[src/rtl/udp_speed_ctrl.sv]
// rtl/udp_speed_ctrl.sv - tri-speed UDP clock-select sequencer with debounce, drain, quiesce and settle phases
module udp_speed_ctrl #(
    parameter logic [15:0] DEBOUNCE_CYC  = 16'd1250,
    parameter logic [15:0] DRAIN_TIMEOUT = 16'd50000,
    parameter logic [15:0] QUIESCE_CYC   = 16'd64,
    parameter logic [15:0] SETTLE_CYC    = 16'd256
) (
    input  logic       clk,
    input  logic       reset_n,
    input  logic       phy_link_up,
    input  logic [1:0] phy_speed,
    input  logic       speed_override_en,
    input  logic [1:0] speed_override,
    input  logic       tx_busy,
    output logic [1:0] tri_speed,
    output logic       udp_rst_n,
    output logic       drain_req,
    output logic       speed_valid,
    output logic       switch_busy
);

    typedef enum logic [2:0] {
        DOWN, DEB, DRAIN, HOLD, SWITCH, SETTLE, RUN
    } state_t;

    localparam logic [1:0] SPEED_1000 = 2'b10;
    localparam logic [1:0] SPEED_BAD  = 2'b11;

    state_t      state_q, state_d;
    logic [15:0] cnt_q, cnt_d;
    logic        lat_link_q, lat_link_d;
    logic [1:0]  lat_tgt_q, lat_tgt_d;
    logic [1:0]  tri_speed_q, tri_speed_d;
    logic        udp_rst_n_q, udp_rst_n_d;

    logic [1:0]  target;
    logic        target_ok;
    logic        restart;
    logic [15:0] cnt_sat;
    logic [16:0] cnt_plus1;
    logic        deb_done, drain_done, quiesce_done, settle_done;
    logic        lat_bad;

    always_comb begin
        target       = speed_override_en ? speed_override : phy_speed;
        target_ok    = (target != SPEED_BAD);
        lat_bad      = (lat_tgt_q == SPEED_BAD);
        cnt_sat      = (cnt_q == 16'hFFFF) ? cnt_q : cnt_q + 16'd1;
        // "+1" so a phase lasts exactly N cycles counting its entry cycle
        cnt_plus1    = {1'b0, cnt_q} + 17'd1;
        deb_done     = (cnt_plus1 >= {1'b0, DEBOUNCE_CYC});
        drain_done   = (cnt_plus1 >= {1'b0, DRAIN_TIMEOUT});
        quiesce_done = (cnt_plus1 >= {1'b0, QUIESCE_CYC});
        settle_done  = (cnt_plus1 >= {1'b0, SETTLE_CYC});
    end

    always_comb begin
        state_d    = state_q;
        lat_link_d = lat_link_q;
        lat_tgt_d  = lat_tgt_q;
        restart    = 1'b0;
        case (state_q)
            DOWN: begin
                if (phy_link_up && target_ok) begin
                    state_d    = DEB;
                    lat_link_d = 1'b1;
                    lat_tgt_d  = target;
                end
            end
            DEB: begin
                if (!phy_link_up && !udp_rst_n_q) begin
                    state_d = DOWN;
                end else if ({phy_link_up, target} != {lat_link_q, lat_tgt_q}) begin
                    lat_link_d = phy_link_up;
                    lat_tgt_d  = target;
                    restart    = 1'b1;
                end else if (deb_done) begin
                    // A settled invalid target never reaches the clock mux
                    if (udp_rst_n_q && lat_link_q && (lat_bad || lat_tgt_q == tri_speed_q))
                        state_d = RUN;
                    else if (udp_rst_n_q)
                        state_d = DRAIN;
                    else if (lat_bad)
                        state_d = DOWN;
                    else
                        state_d = HOLD;
                end
            end
            RUN: begin
                if (!phy_link_up) begin
                    state_d = DRAIN;
                end else if (target_ok && target != tri_speed_q) begin
                    state_d    = DEB;
                    lat_link_d = 1'b1;
                    lat_tgt_d  = target;
                end
            end
            DRAIN: begin
                if (!tx_busy || drain_done)
                    state_d = HOLD;
            end
            HOLD: begin
                if (quiesce_done)
                    state_d = phy_link_up ? SWITCH : DOWN;
            end
            SWITCH: state_d = SETTLE;
            SETTLE: begin
                if (settle_done)
                    state_d = RUN;
            end
            default: state_d = DOWN;
        endcase
    end

    always_comb begin
        cnt_d       = (state_d != state_q || restart) ? 16'd0 : cnt_sat;
        // Mux select moves on SWITCH entry, while HOLD already has the datapath in reset
        tri_speed_d = (state_d == SWITCH) ? lat_tgt_q : tri_speed_q;
        case (state_d)
            RUN:        udp_rst_n_d = 1'b1;
            DEB, DRAIN: udp_rst_n_d = udp_rst_n_q;
            default:    udp_rst_n_d = 1'b0;
        endcase
    end

    always_ff @(posedge clk or negedge reset_n) begin
        if (!reset_n) begin
            state_q     <= DOWN;
            cnt_q       <= 16'd0;
            lat_link_q  <= 1'b0;
            lat_tgt_q   <= SPEED_1000;
            tri_speed_q <= SPEED_1000;
            udp_rst_n_q <= 1'b0;
        end else begin
            state_q     <= state_d;
            cnt_q       <= cnt_d;
            lat_link_q  <= lat_link_d;
            lat_tgt_q   <= lat_tgt_d;
            tri_speed_q <= tri_speed_d;
            udp_rst_n_q <= udp_rst_n_d;
        end
    end

    assign tri_speed   = tri_speed_q;
    assign udp_rst_n   = udp_rst_n_q;
    assign drain_req   = (state_q == DRAIN);
    assign speed_valid = (state_q == RUN);
    assign switch_busy = (state_q == DRAIN) || (state_q == HOLD) ||
                         (state_q == SWITCH) || (state_q == SETTLE);

endmodule

[config.mk]
export PLATFORM = sky130hd
export DESIGN_NAME = udp_speed_ctrl
export DESIGN_NICKNAME = d
export VERILOG_FILES = /design/src/rtl/udp_speed_ctrl.sv
export SDC_FILE = /design/constraint.sdc
export NUM_CORES = 1
export LEC_CHECK = 0
export BUFFER_PORTS_ARGS = -buffer_cell sky130_fd_sc_hd__buf_2
export CAP_MARGIN = 40
export CORE_MARGIN = 2
export CORE_UTILIZATION = 55
export CTS_BUF_LIST = sky130_fd_sc_hd__clkbuf_16
export DETAILED_ROUTE_END_ITERATION = 8
export GPL_ROUTABILITY_DRIVEN = 0
export MAX_ROUTING_LAYER = met4
export PLACE_DENSITY = 0.76
export REMOVE_ABC_BUFFERS = 1
export SYNTH_ARGS = -nofsm -noshare
export SYNTH_HDL_FRONTEND = slang
export SYNTH_SLANG_ARGS = --single-unit
[constraint.sdc]
create_clock -name clk -period 2.8 [get_ports clk]
set_input_delay 0.84 -clock clk [delete_from_list [all_inputs] [get_ports clk]]
set_output_delay 0.84 -clock clk [all_outputs]
set_load 0.01 [all_outputs]
# Yosys cells after proc, flatten, opt, wreduce, memory -nomap -nowiden
# Index checks and enable logic that the tools add are counted.
[op_classes]
n_addsub = 2
order_cmp = 4
eq_ne = 23
mux = 33
n_reduce_logical = 18
[ops]
columns = ["op", "count"]
rows = [
  ["2-to-1 mux 3 bit", 11],
  ["2-to-1 mux 16 bit", 2],
  ["case mux 3 bit (7 select lines)", 1],
  ["adder 16 x 1 -> 17 bit (second input constant)", 1],
  [">= comparator 17 x 11 -> 1 bit (second input constant)", 1],
  [">= comparator 17 x 16 -> 1 bit (second input constant)", 1],
  [">= comparator 17 x 7 -> 1 bit (second input constant)", 1],
  [">= comparator 17 x 9 -> 1 bit (second input constant)", 1],
  ["adder 16 x 1 -> 16 bit (second input constant)", 1],
  ["== test 16 bit (second input constant)", 1],
  ["2-to-1 mux 2 bit", 8],
  ["== test 3 bit (second input constant)", 5],
  ["!= test 2 bit (second input constant)", 5],
  ["== test 3 x 2 -> 1 bit (second input constant)", 3],
  ["2-to-1 mux 1 bit", 8],
  ["== test 3 x 1 -> 1 bit (second input constant)", 2],
  ["logical OR 1 bit", 6],
  ["!= test 3 bit", 2],
  ["case mux 2 bit (3 select lines)", 1],
  ["AND reduction 6 bit", 1],
  ["logical AND 1 bit", 5],
  ["!= test 2 x 1 -> 1 bit (second input constant)", 2],
  ["logical NOT 1 bit", 3],
  ["logical NOT 3 bit", 1],
  ["7 further kinds", 7],
]
[totals]
regBits = 25

# Logic depth before layout (Yosys ltp)
[logic_depth]
ltp_word = 11
depth_mapped = 12
depth_no_buf = 10

# Least setup slack after synthesis
# No wires, ideal clock.
[synth_timing]
kind = "reg2reg"
from = "reg cnt_q[0]"
to = "reg udp_rst_n_q (netlist: udp_rst_n)"
setup_time_ns = 0.124
t_arrival_ns = 2.805
t_required_ns = 2.676
path_slack_ns = -0.129
path_stages_with_launch = 11
n_path_buf = 0
period_less_slack_ns = 2.929
cell_sequence = "dfrtp_1 > ha_1 > nand4_4 > nor4_4 > mux2i_1 > nand4_2 > o31a_1 > a21oi_1 > and3b_1 > and4_1 > a211o_1"
[synth_between]
elab_chain_len = 9
[synth_lines]
columns = ["item", "line", "rtl"]
rows = [
  ["from (decl)", "30", "logic [15:0] cnt_q, cnt_d;"],
  ["from (signal assigned)", "136", "cnt_q <= cnt_d;"],
  ["adder 16 x 1 -> 17 bit *", "50", "cnt_plus1 = {1'b0, cnt_q} + 17'd1;"],
  [">= comparator 17 x 11 -> 1 bit", "51", "deb_done = (cnt_plus1 >= {1'b0, DEBOUNCE_CYC});"],
  ["2-to-1 mux 3 bit", "77", "end else if (deb_done) begin"],
  ["2-to-1 mux 3 bit", "73", "end else if ({phy_link_up, target} != {lat_link_q, lat_tgt_q}) begin"],
  ["2-to-1 mux 3 bit", "71", "if (!phy_link_up && !udp_rst_n_q) begin"],
  ["case mux 3 bit (7 select lines) *", "62", "case (state_q)"],
  ["== test 3 x 1 -> 1 bit or == test 3 x 2 -> 1 bit (tied branches)", "119", "case (state_d)"],
  ["OR reduction 2 bit", "119", ""],
  ["case mux 1 bit (2 select lines)", "119", ""],
  ["to (signal assigned)", "140", "udp_rst_n_q <= udp_rst_n_d;"],
  ["to (decl)", "34", "logic udp_rst_n_q, udp_rst_n_d;"],
]
# Every way passes the cells marked *; elsewhere a longest branch is shown, timed or not.
# A chain may end at the register's enable or synchronous reset.

# Final worst setup path
# Ends and elaborated chain as after synthesis.

==> summary.md <==
| Metric | Value |
|---|---|
| Clk buf depth | 2 |
| Pwr Density | 557.6 nW/um2 |
| Placed Instance Area | 2604 um2 |
| Critical Path Fanout Max | 5 |
| DR iter-0 viols | 191 |
| Switching Share | 38.62% |
| Port bufs | 14 |
| Layout Skew | 0.004458 ns |
| Sequential share of power | 29.6% |
| Post-Synthesis Cells | 256 |
| Seq cells post-synth | 25 |
| Fraction of layout cells with a size suffix above 1 | 38.61% |
| Root Driver | clkbuf_16 |
| Final Worst Setup Slack | -0.1116 ns |
| Via count | 2267 |
| Critical Path RT | 2.94 ns |
| Synth top area share | 26.26% |
| Filler Cell Count | 247 |
| Final setup viols | 16 |
| Delay-heaviest family, CP | simple AND/OR/NAND/NOR gates |
| CTS tree | built |
| Sink Count | 25 |
| Status | finished, violations left |
| CP Buf/Inv Count | 1 |
| Area grow syn2layout | 33.39% |
| Initial antenna violation count | 0 |
| DRT antenna net count | 0 |
| Site row count | 22 |
| Library cells used by synthesis | 61 |
| Die Y | 67.13 um |
| Startpoint Class | flop |
| Routed WL per cell | 17.86 um |
| First-pass GRT wire length | 9597 um |
| DR pass1 iterations | 5 |
| Worst Max-Slew Pin Slew | 0.5800 ns |
| GRT Total Usage | 29.28% |
| Final nets | 328 |
| CP arrival | 3.05 ns |
| Most used DFF post-synth | dfrtp_1 |
| Post-synth EDFFs | 0 |
| Sequential area share after synthesis | 28.65% |
| Final Hold Fails | 0 |
| Ys Warns | 0 |
| Clock power share | 19.2% |
| Final HPWL DP | 4332 um |
| Critical-path top delay cell | o31a_1 |
| Clock latency on the worst-skew pair | 0.26 ns |
| Cell area after synthesis | 2192 um2 |
| Starting density of the core | 58.56% |
| Fmax | 343.5 MHz |
| H-tree levels | 1 |
| Slowest cell delay on critical path | 0.39 ns |
| Vias per inst | 6.228 |
| I/O pin total | 15 |
| VDD IR max | 0.0005868 V |
| Leak Pwr | 0.001294 uW |
| P_sw | 629.6 uW |
| Internal power | 1001 uW |
| Slew HR | 61.33% |
| Unrepaired setup endpoints after global routing | true |
| Grt ovf | 0 |
| Worst setup path class | reg -> reg |
| Pin count of the biggest net entering global routing | 26 |
| Vias in the first global route | 2086 |
| Synth area leaders | dfrtp_1 (26%), xnor2_1 (4.4%), o21ai_0 (4.3%) |
| Final wirelength | 6502 um |
| Failing checks | negative setup slack |
| Core area | 3744 um2 |
| Cell area after layout | 2924 um2 |
| Worst hold path class | reg -> reg |
| Combinational power share | 51.3% |
| Ys async rst share | 100.0% |
| CTS clk-pin slew, worst paths | 0.06 ns |
| Final max-slew violation count | 0 |
| ANT cells | 0 |
| Crit-path cells | buf_4, nand4_1, nor4_4, mux2i_1, nand4_2, o31a_1, a21oi_2, and3b_1, and4_1, a211o_1 |
| Period minus WS final | 2.912 ns |
| Total die area | 4506 um2 |
| Crit. End Element | flop |
| Area leader, netlist | dfrtp_1 |
| Post-route DRC | 0 |
| Syn Area/Cell | 8.563 um2 |
| Die X | 67.13 um |
| Max Cap Violations | 0 |
| CTS Buf Count | 3 |
| Period utilisation layout | 104.0% |
| Hold buffers post-CTS | 0 |
| Final Util | 78.11% |
==> per-layer routing <==
metal	wire length, um	GRT usage, %	up-vias
met5	0	-	-
met4	157	11.22	0
met3	357	4.500	17
met2	3259	49.13	100
met1	2728	35.57	1082
li1	-	-	1068
==> flip-flops by register name, summed over array words and instances (netlist names) <==
register,cells
state_q,3
lat_link_q,1
tri_speed,2
udp_rst_n,1
cnt_q,16
lat_tgt_q,2
==> kinds of logic after synthesis <==
logic type | synth area share [%]
mux | 4.110
xor+xnor | 5.194
buf+inv | 5.936
fa+ha+maj | 1.141
compound gates | 24.49
simple gates | 30.48
flops | 28.65
==> Yosys cell counts, types with 3 or more instances <==
library cell / count
nor3b_1: 3
nor2_1: 18
a211oi_1: 3
buf_2: 5
nand4_1: 4
and4_1: 4
and3_1: 5
inv_1: 13
xnor2_1: 11
a31oi_1: 4
o21ai_0: 19
a21o_1: 3
clkbuf_1: 7
a31o_2: 3
o21a_1: 3
nand3_1: 15
mux2i_1: 9
nand2b_1: 6
nand2_1: 14
a21oi_2: 6
a21oi_1: 16
or3_1: 7
a211oi_2: 4
dfrtp_1: 23
==> repair_timing <==
action,in CTS,in global routing
endpoints found under the hold margin,0,0
pin swaps,18,12
setup buffers,4,9
gates resized for setup,19,11
endpoints found under the setup margin,17,18
==> power groups by stage <==
stage / registers (uW) / clock network [uW] / logic, uW
final: 482 / 312 / 836
after CTS: 484 / 321 / 733
after detailed placement: 481 / 0 / 678
after floorplan: 488 / 0 / 351
after global placement: 478 / 0 / 667
after global routing: 488 / 331 / 889
==> cell usage in the layout (no fill, tap or decap), types with 4 or more instances in the layout <==
master and instances:
a211oi_2 4, inv_1 14, nand4_1 4, nand2b_1 5, a21oi_2 11, mux2i_1 8
nand2_1 14, and3_1 5, o21ai_0 18, a21oi_1 11, and4_1 4, or3_1 7
nor4_4 4, dfrtp_1 23, nor2_1 16, buf_4 53, nor2_4 4, nand3_1 15
xnor2_1 10, buf_2 14
==> final timing paths <==
path                               from            to  slack (ns)  cells past startpoint
max                            cnt_q[0]     udp_rst_n       -0.11                     10
min reg2reg                lat_tgt_q[1]  tri_speed[1]        0.51                      2
min in group asynchronous       reset_n      cnt_q[8]        0.58                      1
min                        lat_tgt_q[1]  tri_speed[1]        0.51                      2
max in group asynchronous       reset_n    state_q[2]        1.84                      1
max reg2reg                    cnt_q[0]     udp_rst_n       -0.11                     10
==> per-stage QoR <==
step / setup TNS (ns) / hold slack, ns / std cells / total power (uW) / setup slack, ns
2_1_floorplan: -1.988 / 0.4829 / 241 / 839.5 / -0.2011
3_3_place_gp: -3.276 / 0.4995 / 348 / 1145 / -0.2004
3_5_place_dp: -4.737 / 0.5062 / 348 / 1160 / -0.2814
4_1_cts: -0.8870 / 0.5154 / 356 / 1538 / -0.07268
5_1_grt: -3.325 / 0.5434 / 364 / 1708 / -0.2120
6_report: -1.500 / 0.5126 / 364 / 1631 / -0.1116
==> cell type report <==
cell class              instances  area, um2  area share [%]
well taps                      48      60.06           2.054
repair buffers                 71      530.5           18.14
clock buffers                   3      75.07           2.567
flip-flops and latches         25      628.1           21.48
multi-input cells             203       1578           53.96
inverters                      13      48.80           1.669
clock inverters                 1      3.754          0.1284
==> worst min-delay path: stages, from the launching register on <==
cell and delay, ns:
dfstp_2 0.39, nand2_1 0.05, o21ai_0 0.07
No activity file was read; power rests on OpenSTA's default activity.
